## src/rtl/fust_table.sv

```systemverilog
// fust_table: functional-unit status table for the tensor-core dispatch stage.
// One entry per functional unit holds an opaque op row, two source producer
// tags, per-operand ready bits and a lifecycle state (FREE/WAIT/READY/ISSUED).
// Entries wake up on writeback tag broadcasts, and a round-robin selector
// offers one READY entry per cycle for issue.
//
// Ports:
//   CLK, nRST            clock, asynchronous active-low reset
//   flush                synchronous clear of every entry and the RR pointer
//   disp_*               dispatch request (target entry, row, tags, ready bits)
//   disp_ready           target entry disp_fu is FREE
//   wb_valid, wb_tag     writeback tag broadcast
//   issue_valid/fu/row   currently selected READY entry (row 0 when none)
//   issue_ack            functional unit accepts the offered op
//   done_valid, done_fu  completion of an ISSUED entry
//   busy                 per-entry state != FREE
module fust_table #(
    parameter int NUM_FU = 4,
    parameter int OP_W   = 32,
    parameter int TAG_W  = 5,
    parameter int FU_W   = $clog2(NUM_FU)
) (
    input  logic              CLK,
    input  logic              nRST,
    input  logic              flush,
    input  logic              disp_valid,
    input  logic [FU_W-1:0]   disp_fu,
    input  logic [OP_W-1:0]   disp_row,
    input  logic [TAG_W-1:0]  disp_t1,
    input  logic [TAG_W-1:0]  disp_t2,
    input  logic              disp_r1,
    input  logic              disp_r2,
    output logic              disp_ready,
    input  logic              wb_valid,
    input  logic [TAG_W-1:0]  wb_tag,
    output logic              issue_valid,
    output logic [FU_W-1:0]   issue_fu,
    output logic [OP_W-1:0]   issue_row,
    input  logic              issue_ack,
    input  logic              done_valid,
    input  logic [FU_W-1:0]   done_fu,
    output logic [NUM_FU-1:0] busy
);

    typedef enum logic [1:0] {
        ST_FREE   = 2'd0,
        ST_WAIT   = 2'd1,
        ST_READY  = 2'd2,
        ST_ISSUED = 2'd3
    } ent_state_e;

    ent_state_e        state_r [NUM_FU];
    logic [OP_W-1:0]   row_r   [NUM_FU];
    logic [TAG_W-1:0]  t1_r    [NUM_FU];
    logic [TAG_W-1:0]  t2_r    [NUM_FU];
    logic              r1_r    [NUM_FU];
    logic              r2_r    [NUM_FU];
    logic [FU_W-1:0]   rr_r;

    logic              sel_found_s;
    logic [FU_W-1:0]   sel_idx_s;
    logic [FU_W-1:0]   cand_s;
    logic              disp_acc_s;
    logic              issue_fire_s;
    logic              disp_h1_s;
    logic              disp_h2_s;
    logic [NUM_FU-1:0] wake1_s;
    logic [NUM_FU-1:0] wake2_s;

    // (base + off) mod NUM_FU; NUM_FU need not be a power of two.
    function automatic logic [FU_W-1:0] wrap_idx(input logic [FU_W-1:0] base, input int off);
        return FU_W'((int'(base) + off) % NUM_FU);
    endfunction

    // Round-robin select: first READY entry at or after rr, wrapping.
    always_comb begin
        sel_found_s = 1'b0;
        sel_idx_s   = '0;
        cand_s      = '0;
        for (int i = 0; i < NUM_FU; i++) begin
            cand_s = wrap_idx(rr_r, i);
            if (!sel_found_s && (state_r[cand_s] == ST_READY)) begin
                sel_found_s = 1'b1;
                sel_idx_s   = cand_s;
            end else begin
                sel_found_s = sel_found_s;
            end
        end
    end

    // Output decode; explicit index compare keeps out-of-range FU indices harmless.
    always_comb begin
        disp_ready  = 1'b0;
        issue_row   = '0;
        busy        = '0;
        issue_valid = sel_found_s;
        issue_fu    = sel_idx_s;
        for (int i = 0; i < NUM_FU; i++) begin
            busy[i] = (state_r[i] != ST_FREE);
            if (disp_fu == FU_W'(i)) begin
                disp_ready = (state_r[i] == ST_FREE);
            end else begin
                disp_ready = disp_ready;
            end
            if (sel_found_s && (sel_idx_s == FU_W'(i))) begin
                issue_row = row_r[i];
            end else begin
                issue_row = issue_row;
            end
        end
    end

    // Handshake qualifiers and tag matches, including same-cycle capture at dispatch.
    always_comb begin
        disp_acc_s   = disp_valid & disp_ready & ~flush;
        issue_fire_s = sel_found_s & issue_ack;
        disp_h1_s    = disp_r1 | (wb_valid & (wb_tag == disp_t1));
        disp_h2_s    = disp_r2 | (wb_valid & (wb_tag == disp_t2));
        wake1_s      = '0;
        wake2_s      = '0;
        for (int i = 0; i < NUM_FU; i++) begin
            wake1_s[i] = wb_valid & (wb_tag == t1_r[i]);
            wake2_s[i] = wb_valid & (wb_tag == t2_r[i]);
        end
    end

    // Entry lifecycle and RR pointer; each state only reacts to its own event,
    // so done vs dispatch on one entry resolves from the pre-edge state.
    always_ff @(posedge CLK or negedge nRST) begin
        if (!nRST) begin
            for (int i = 0; i < NUM_FU; i++) begin
                state_r[i] <= ST_FREE;
                row_r[i]   <= '0;
                t1_r[i]    <= '0;
                t2_r[i]    <= '0;
                r1_r[i]    <= 1'b0;
                r2_r[i]    <= 1'b0;
            end
            rr_r <= '0;
        end else if (flush) begin
            for (int i = 0; i < NUM_FU; i++) begin
                state_r[i] <= ST_FREE;
                r1_r[i]    <= 1'b0;
                r2_r[i]    <= 1'b0;
            end
            rr_r <= '0;
        end else begin
            for (int i = 0; i < NUM_FU; i++) begin
                case (state_r[i])
                    ST_FREE: begin
                        if (disp_acc_s && (disp_fu == FU_W'(i))) begin
                            row_r[i]   <= disp_row;
                            t1_r[i]    <= disp_t1;
                            t2_r[i]    <= disp_t2;
                            r1_r[i]    <= disp_h1_s;
                            r2_r[i]    <= disp_h2_s;
                            state_r[i] <= (disp_h1_s && disp_h2_s) ? ST_READY : ST_WAIT;
                        end
                    end
                    ST_WAIT: begin
                        r1_r[i]    <= r1_r[i] | wake1_s[i];
                        r2_r[i]    <= r2_r[i] | wake2_s[i];
                        state_r[i] <= ((r1_r[i] | wake1_s[i]) && (r2_r[i] | wake2_s[i]))
                                      ? ST_READY : ST_WAIT;
                    end
                    ST_READY: begin
                        if (issue_fire_s && (sel_idx_s == FU_W'(i))) begin
                            state_r[i] <= ST_ISSUED;
                        end
                    end
                    ST_ISSUED: begin
                        if (done_valid && (done_fu == FU_W'(i))) begin
                            state_r[i] <= ST_FREE;
                            r1_r[i]    <= 1'b0;
                            r2_r[i]    <= 1'b0;
                        end
                    end
                    default: begin
                        state_r[i] <= ST_FREE;
                    end
                endcase
            end
            if (issue_fire_s) begin
                rr_r <= wrap_idx(sel_idx_s, 1);
            end
        end
    end

endmodule
```

## config.mk

```make
export PLATFORM = sky130hd
export DESIGN_NAME = fust_table
export DESIGN_NICKNAME = d
export VERILOG_FILES = /design/src/rtl/fust_table.sv
export SDC_FILE = /design/constraint.sdc
export NUM_CORES = 1
export LEC_CHECK = 0
export BUFFER_PORTS_ARGS = -buffer_cell sky130_fd_sc_hd__clkbuf_2
export CORE_MARGIN = 3
export CORE_UTILIZATION = 55
export DETAILED_ROUTE_END_ITERATION = 16
export PLACE_DENSITY_LB_ADDON = 0.05
export SYNTH_ARGS = -nofsm -noshare
export SYNTH_HDL_FRONTEND = slang
export SYNTH_SLANG_ARGS = --single-unit
```

## constraint.sdc

```tcl
create_clock -name CLK -period 4.93 [get_ports CLK]
set_clock_uncertainty 0.1 [all_clocks]
set_input_delay 0.986 -clock CLK [delete_from_list [all_inputs] [get_ports CLK]]
set_output_delay 0.986 -clock CLK [all_outputs]
set_load 0.01 [all_outputs]
```

# After elaboration in Yosys (flattened, before gate mapping)

Index checks and enable logic that the tools add are counted.

Logic and storage cells: 237
Input port bits: 60
Bits in registers: 186
Latch bits: 0
Output and inout bits: 40
RAM bits: 0
Bits in read-only memories: 0
Memories: 0

Add/subtract/negate cells: 4
Shift-type cells: 0
Bitwise logic cells: 28
Div/mod/pow operators: 0
Reductions and logical operators: 55
Eq/ne operators: 47
$lt $le $gt $ge: 4
Muxes and demuxes: 74
$mul: 0

Operator list:

| operator                                                  | count |
|---|---|
| two-way mux 32 bit                                        | 4 |
| two-way mux 2 bit                                         | 31 |
| == test 5 bit                                             | 10 |
| == test 2 bit (second input constant)                     | 18 |
| AND reduction 3 bit                                       | 12 |
| one-hot mux 2 bit (4 select lines)                        | 4 |
| logical AND 1 bit                                         | 24 |
| inequality test 3 bit (second input constant)             | 8 |
| one-hot mux 1 bit (3 select lines)                        | 8 |
| two-way mux 1 bit                                         | 20 |
| binary-select mux 2 bit (select 2 bit)                    | 4 |
| nonzero test 4 bit                                        | 4 |
| == test 2 x 1 -> 1 bit (second input constant)            | 7 |
| logical NOT 2 bit                                         | 7 |
| AND 1 bit                                                 | 13 |
| greater-or-equal comparator 3 bit (second input constant) | 4 |
| inequality test 3 x 2 -> 1 bit (second input constant)    | 4 |
| NOT 2 -> 3 bit                                            | 4 |
| bitwise OR 1 bit                                          | 10 |
| nonzero test 2 bit                                        | 5 |
| two-way mux 4 bit                                         | 2 |
| two-way mux 8 bit                                         | 1 |
| adder 2 x 1 -> 2 bit (second input constant)              | 2 |
| adder 2 bit (second input constant)                       | 2 |
| 2 further kinds                                           | 4 |

# Longest topological paths before layout

Word-level depth: 21
Gate-level depth with buffers: 15
Mapped depth without buffers: 13

# Worst setup path before layout

Ideal clock, no wire load.

Path type: reg-to-output
Start point: register state_r[6] (netlist name)
End point: output port issue_row[10]
Arrival time: 2.725 ns
Stages on the path, launching flop included: 15
Setup slack: 1.119 ns
Cell sequence: dfrtp_1 > clkbuf_1 > nand2b_1 > nor2_1 > a21oi_1 > nor2_1 > nor3_1 > ha_1 > clkbuf_1 > nor2b_1 > clkbuf_1 > a221oi_1 > nor3_1 > a21oi_1 > nor2_1

Longest elaborated chain between the ends: 20
Elaborated cells between the ends (all ways): 42

Ends and longest elaborated chain:

| element                                              | RTL line | text |
|---|---|---|
| from (decl)                                          | 52       | `ent_state_e state_r [NUM_FU];` |
| from (signal, indexed assignment)                    | 157      | `state_r[i] <= (disp_h1_s && disp_h2_s) ? ST_READY : ST_WAIT;` |
| from (signal, indexed assignment)                    | 163      | `state_r[i] <= ((r1_r[i] \| wake1_s[i]) && (r2_r[i] \| wake2_s[i]))` |
| binary-select mux 2 bit (select 2 bit)               | 82       | `if (!sel_found_s && (state_r[cand_s] == ST_READY)) begin` |
| two-way mux 2 bit (not written as such) (2 in a row) | 82       |  |
| == test 2 bit                                        | 82       |  |
| two-way mux 1 bit                                    | 82       |  |
| logical NOT 1 bit                                    | 82       |  |
| logical AND 1 bit                                    | 82       |  |
| two-way mux 1 bit                                    | 82       |  |
| logical NOT 1 bit                                    | 82       |  |
| [2 not listed]                                       | n/a      |  |
| logical NOT 1 bit                                    | 82       |  |
| logical AND 1 bit                                    | 82       |  |
| two-way mux 2 bit (*)                                | 82       |  |
| named net issue_fu[0]                                | 37       | `output logic [FU_W-1:0] issue_fu,` |
| logical NOT 2 bit                                    | 105      | `if (sel_found_s && (sel_idx_s == FU_W'(i))) begin` |
| logical AND 1 bit                                    | 105      |  |
| two-way mux 32 bit (3 in a row)                      | 105      |  |
| two-way mux 32 bit (*)                               | 105      |  |
| to (decl)                                            | 38       | `output logic [OP_W-1:0] issue_row,` |

Mark *: on every way through the listed nets, which the timed path passes. The rest lies on a longest branch. The select of a mux whose other input is x is not followed.

# Worst setup path in the final report

Start point: register state_r[2] (netlist name)
End point: output port issue_row[21]

Longest elaborated chain between the ends: 20
Elaborated cells between the ends (all ways): 42

Ends and longest elaborated chain:

| element                                              | RTL line |
|---|---|
| binary-select mux 2 bit (select 2 bit)               | 82 |
| two-way mux 2 bit (not written as such) (2 in a row) | 82 |
| == test 2 bit                                        | 82 |
| two-way mux 1 bit                                    | 82 |
| logical NOT 1 bit                                    | 82 |
| logical AND 1 bit                                    | 82 |
| two-way mux 1 bit                                    | 82 |
| logical NOT 1 bit                                    | 82 |
| logical AND 1 bit                                    | 82 |
| two-way mux 1 bit                                    | 82 |
| logical NOT 1 bit                                    | 82 |
| logical AND 1 bit                                    | 82 |
| two-way mux 2 bit                                    | 82 |
| logical NOT 2 bit                                    | 105 |
| logical AND 1 bit                                    | 105 |
| two-way mux 32 bit (3 in a row)                      | 105 |
| two-way mux 32 bit (*)                               | 105 |

Every way passes the cells marked *; elsewhere a longest branch is shown, timed or not. The select of a mux whose other input is x is not followed.

==> results.toml <==
[floorplan]
die_h_um = 135
die-area_um2 = 18300
die_w_um = 135
rows = 46
coreArea_um2 = 16100
top_level_ports = 100
initial_utilization = 0.570

[yosys]
synth_top_area_cell = "dfrtp_1"
synth_top_area_frac = 0.507
post-synth-top-count-cell = "dfrtp_1"
synth_flop_cell = "dfrtp_1"
yosys.cell_types.count = 45
synth_common_cells = "dfrtp_1 (186), mux2_2 (168), nor2_1 (55), a21oi_1 (54), clkbuf_1 (44)"
avgSynthCellArea_um2 = 11.6
ys_seq_area_frac = 0.507
ys.warnings.count = 0
postSynth.asyncResetShare = 1.00
synth_enable_flop_cells = 0
syn_inst = 788
netlist_area_um2 = 9180
ys_ff_latch = 186
synth_nets = 852
synth.area.top_cells = "dfrtp_1 (51%), mux2_2 (21%), xor2_1 (3.8%)"

[routing]
drtIter0Drc = 293
postRouteWirelength_um = 21300
post_drt_wl_per_cell_um = 19.5
dr.pass1.iters = 5
vias = 6485
drc = 0
via_per_inst = 5.94
ant_nets = 0

[critical_path]
critPathArrivalTime_ps = 3290
critPathMaxFanout = 16
cp-start-kind = "flop"
path_class = "flop to output port"
required_ps = 3840
critPathCaptureType = "output port"

[timing]
tightest_slew_ps = 1030
timing.final.max_slew_violations = 0
setup_viol = 0
period_needed_ps = 4380
hold_violations = 0
fmax_ghz = 0.229
tns_ps = 0
min_period_over_period = 0.888
rsz0062_at_grt = "false"
relSlewSlack = 0.307

[final_layout]
fin_cells = 1091
diodes = 0
syn_to_final_growth_pct = 14.0
nets = 926
fill_cells = 1274
regArea_um2 = 4650
drive_above_1_share = 0.382
multiInputGateArea_um2 = 4260

[power]
p_total_mw = 5.45
vdd_drop_max_v = 0.000289
p_leak_nw = 4.70
pwr_density_cell_nw_per_um2 = 521

[hold_path]
hp-class = "flop to flop"

[cts]
clkLatencyLatePin_ps = 440
tritoncts = "done"
clock_path_buffers = 2
cts_resized = 0
htreeDepth = 4
post_cts_buffers = 0
ctsHoldBuffers = 0
cts.sinks = 186
cts_buffers = 17
path_clk_slew_ps = 70
root_buffer = "clkbuf_16"

[global_routing]
grt_start_max_net_pins = 100
antenna_found_initial = 0
track_usage = 0.238
grt_overflow = 0
grt_pass1_wl_um = 34400
grt_pass1_vias = 6713

[placement]
place.gp.congestion = 0.846
io_buffers = 99
dp_cells = 1059
dp_hpwl_um = 13700

[job]
drv_cap = 0

[outcome]
status = "completed"
-- area by class of cell --
| type | count | share of cell area |
|---|---|---|
| clock buffers | 18 | 0.0420 |
| repair buffers | 114 | 0.0599 |
| well taps | 216 | 0.0258 |
| inverters | 8 | 0.00287 |
| multi-input cells | 535 | 0.407 |
| flip-flops and latches | 186 | 0.445 |
| clock inverters | 14 | 0.0170 |
-- sequential cells by signal (all words and copies together) (netlist names) --
signal,flops
state_r,8
t1_r,20
row_r,128
t2_r,20
r2_r,4
rr_r,2
r1_r,4
-- critical path, cell delays in order (launching register included) --
cell      delay (ps)
dfrtp_1          500
nor2b_1          430
a21oi_1          120
nor2_1           270
inv_1            110
ha_1             230
nor2b_2          170
buf_4            210
a221oi_1         380
nor3_1            80
a21oi_1          160
nor2_1            60
clkbuf_2         130
-- placed cells by master, fill, tap and decap left out, types with 4 or more instances in the layout --
master,Yosys,layout
clkbuf_2,0,98
a31oi_1,5,5
nor2_1,55,55
a211oi_1,4,4
xnor2_1,10,10
nor3_1,33,33
nor3b_1,5,5
nor2b_1,36,35
xor2_1,40,40
nor4_1,10,10
buf_4,0,14
clkbuf_16,0,17
nand2_1,15,15
a22o_1,5,5
a31o_2,6,6
nand3b_1,4,4
inv_1,7,7
a221oi_1,31,31
a311oi_1,4,4
a21oi_1,54,54
mux2_2,168,168
dfrtp_1,186,186
o21ai_0,11,11
inv_8,0,5
-- logic make-up (layout without fill, tap and decap cells) --
family                   Yosys count  count (layout)  share of synthesized area
AO/OA/AOI/OAI                    131             131                     0.0961
XOR/XNOR                          50              50                     0.0477
adder cells (fa/ha/maj)            4               4                    0.00545
buffers and inverters             67             154                     0.0305
flip-flops                       186             186                      0.507
multiplexers                     171             171                      0.211
AND/OR/NAND/NOR                  179             179                      0.102
-- per-layer routing --
metal	GRT usage	wire, um	vias up	part of all wire
li1	-	-	2985	-
met1	0.327	9680	3305	0.46
met2	0.392	10400	169	0.49
met3	0.0513	966	26	0.045
met4	0.0571	233	0	0.011
met5	0	0	-	0
-- through the flow --
stage	setup slack, ps	hold slack (ps)	area (um2)	utilization
global placement	1080	387	9840	0.611
finish	554	409	10500	0.649
detailed placement	1070	393	9840	0.611
floorplan	1120	373	9180	-
global route	348	417	10500	0.649
CTS	582	411	10500	0.649
-- power by group --
part           leakage [nW]  total [mW]  switching, mW  internal, mW
Sequential             2.27        2.34          0.310          2.03
Clock                 0.299        1.40          0.656         0.744
Combinational          2.14        1.71          0.853         0.854
-- path summary, 6_finish.rpt --
kind | cells past startpoint | endpoint | startpoint | slack [ps]
worst max-delay path | 12 | issue_row[21] | state_r[2]$_DFFE_PN0P_ | 550
worst min-delay path | 1 | r2_r[2]$_DFFE_PN0P_ | r2_r[2]$_DFFE_PN0P_ | 410
worst max register to register | 11 | state_r[0]$_DFFE_PN0P_ | state_r[5]$_DFFE_PN0P_ | 1660
min in group asynchronous | 1 | r2_r[1]$_DFFE_PN0P_ | nRST | 570
worst min register to register | 1 | r2_r[2]$_DFFE_PN0P_ | r2_r[2]$_DFFE_PN0P_ | 410
max in group asynchronous | 2 | row_r[94]$_DFFE_PN0P_ | nRST | 3180
Note: power is estimated with default switching activity, not from simulation.
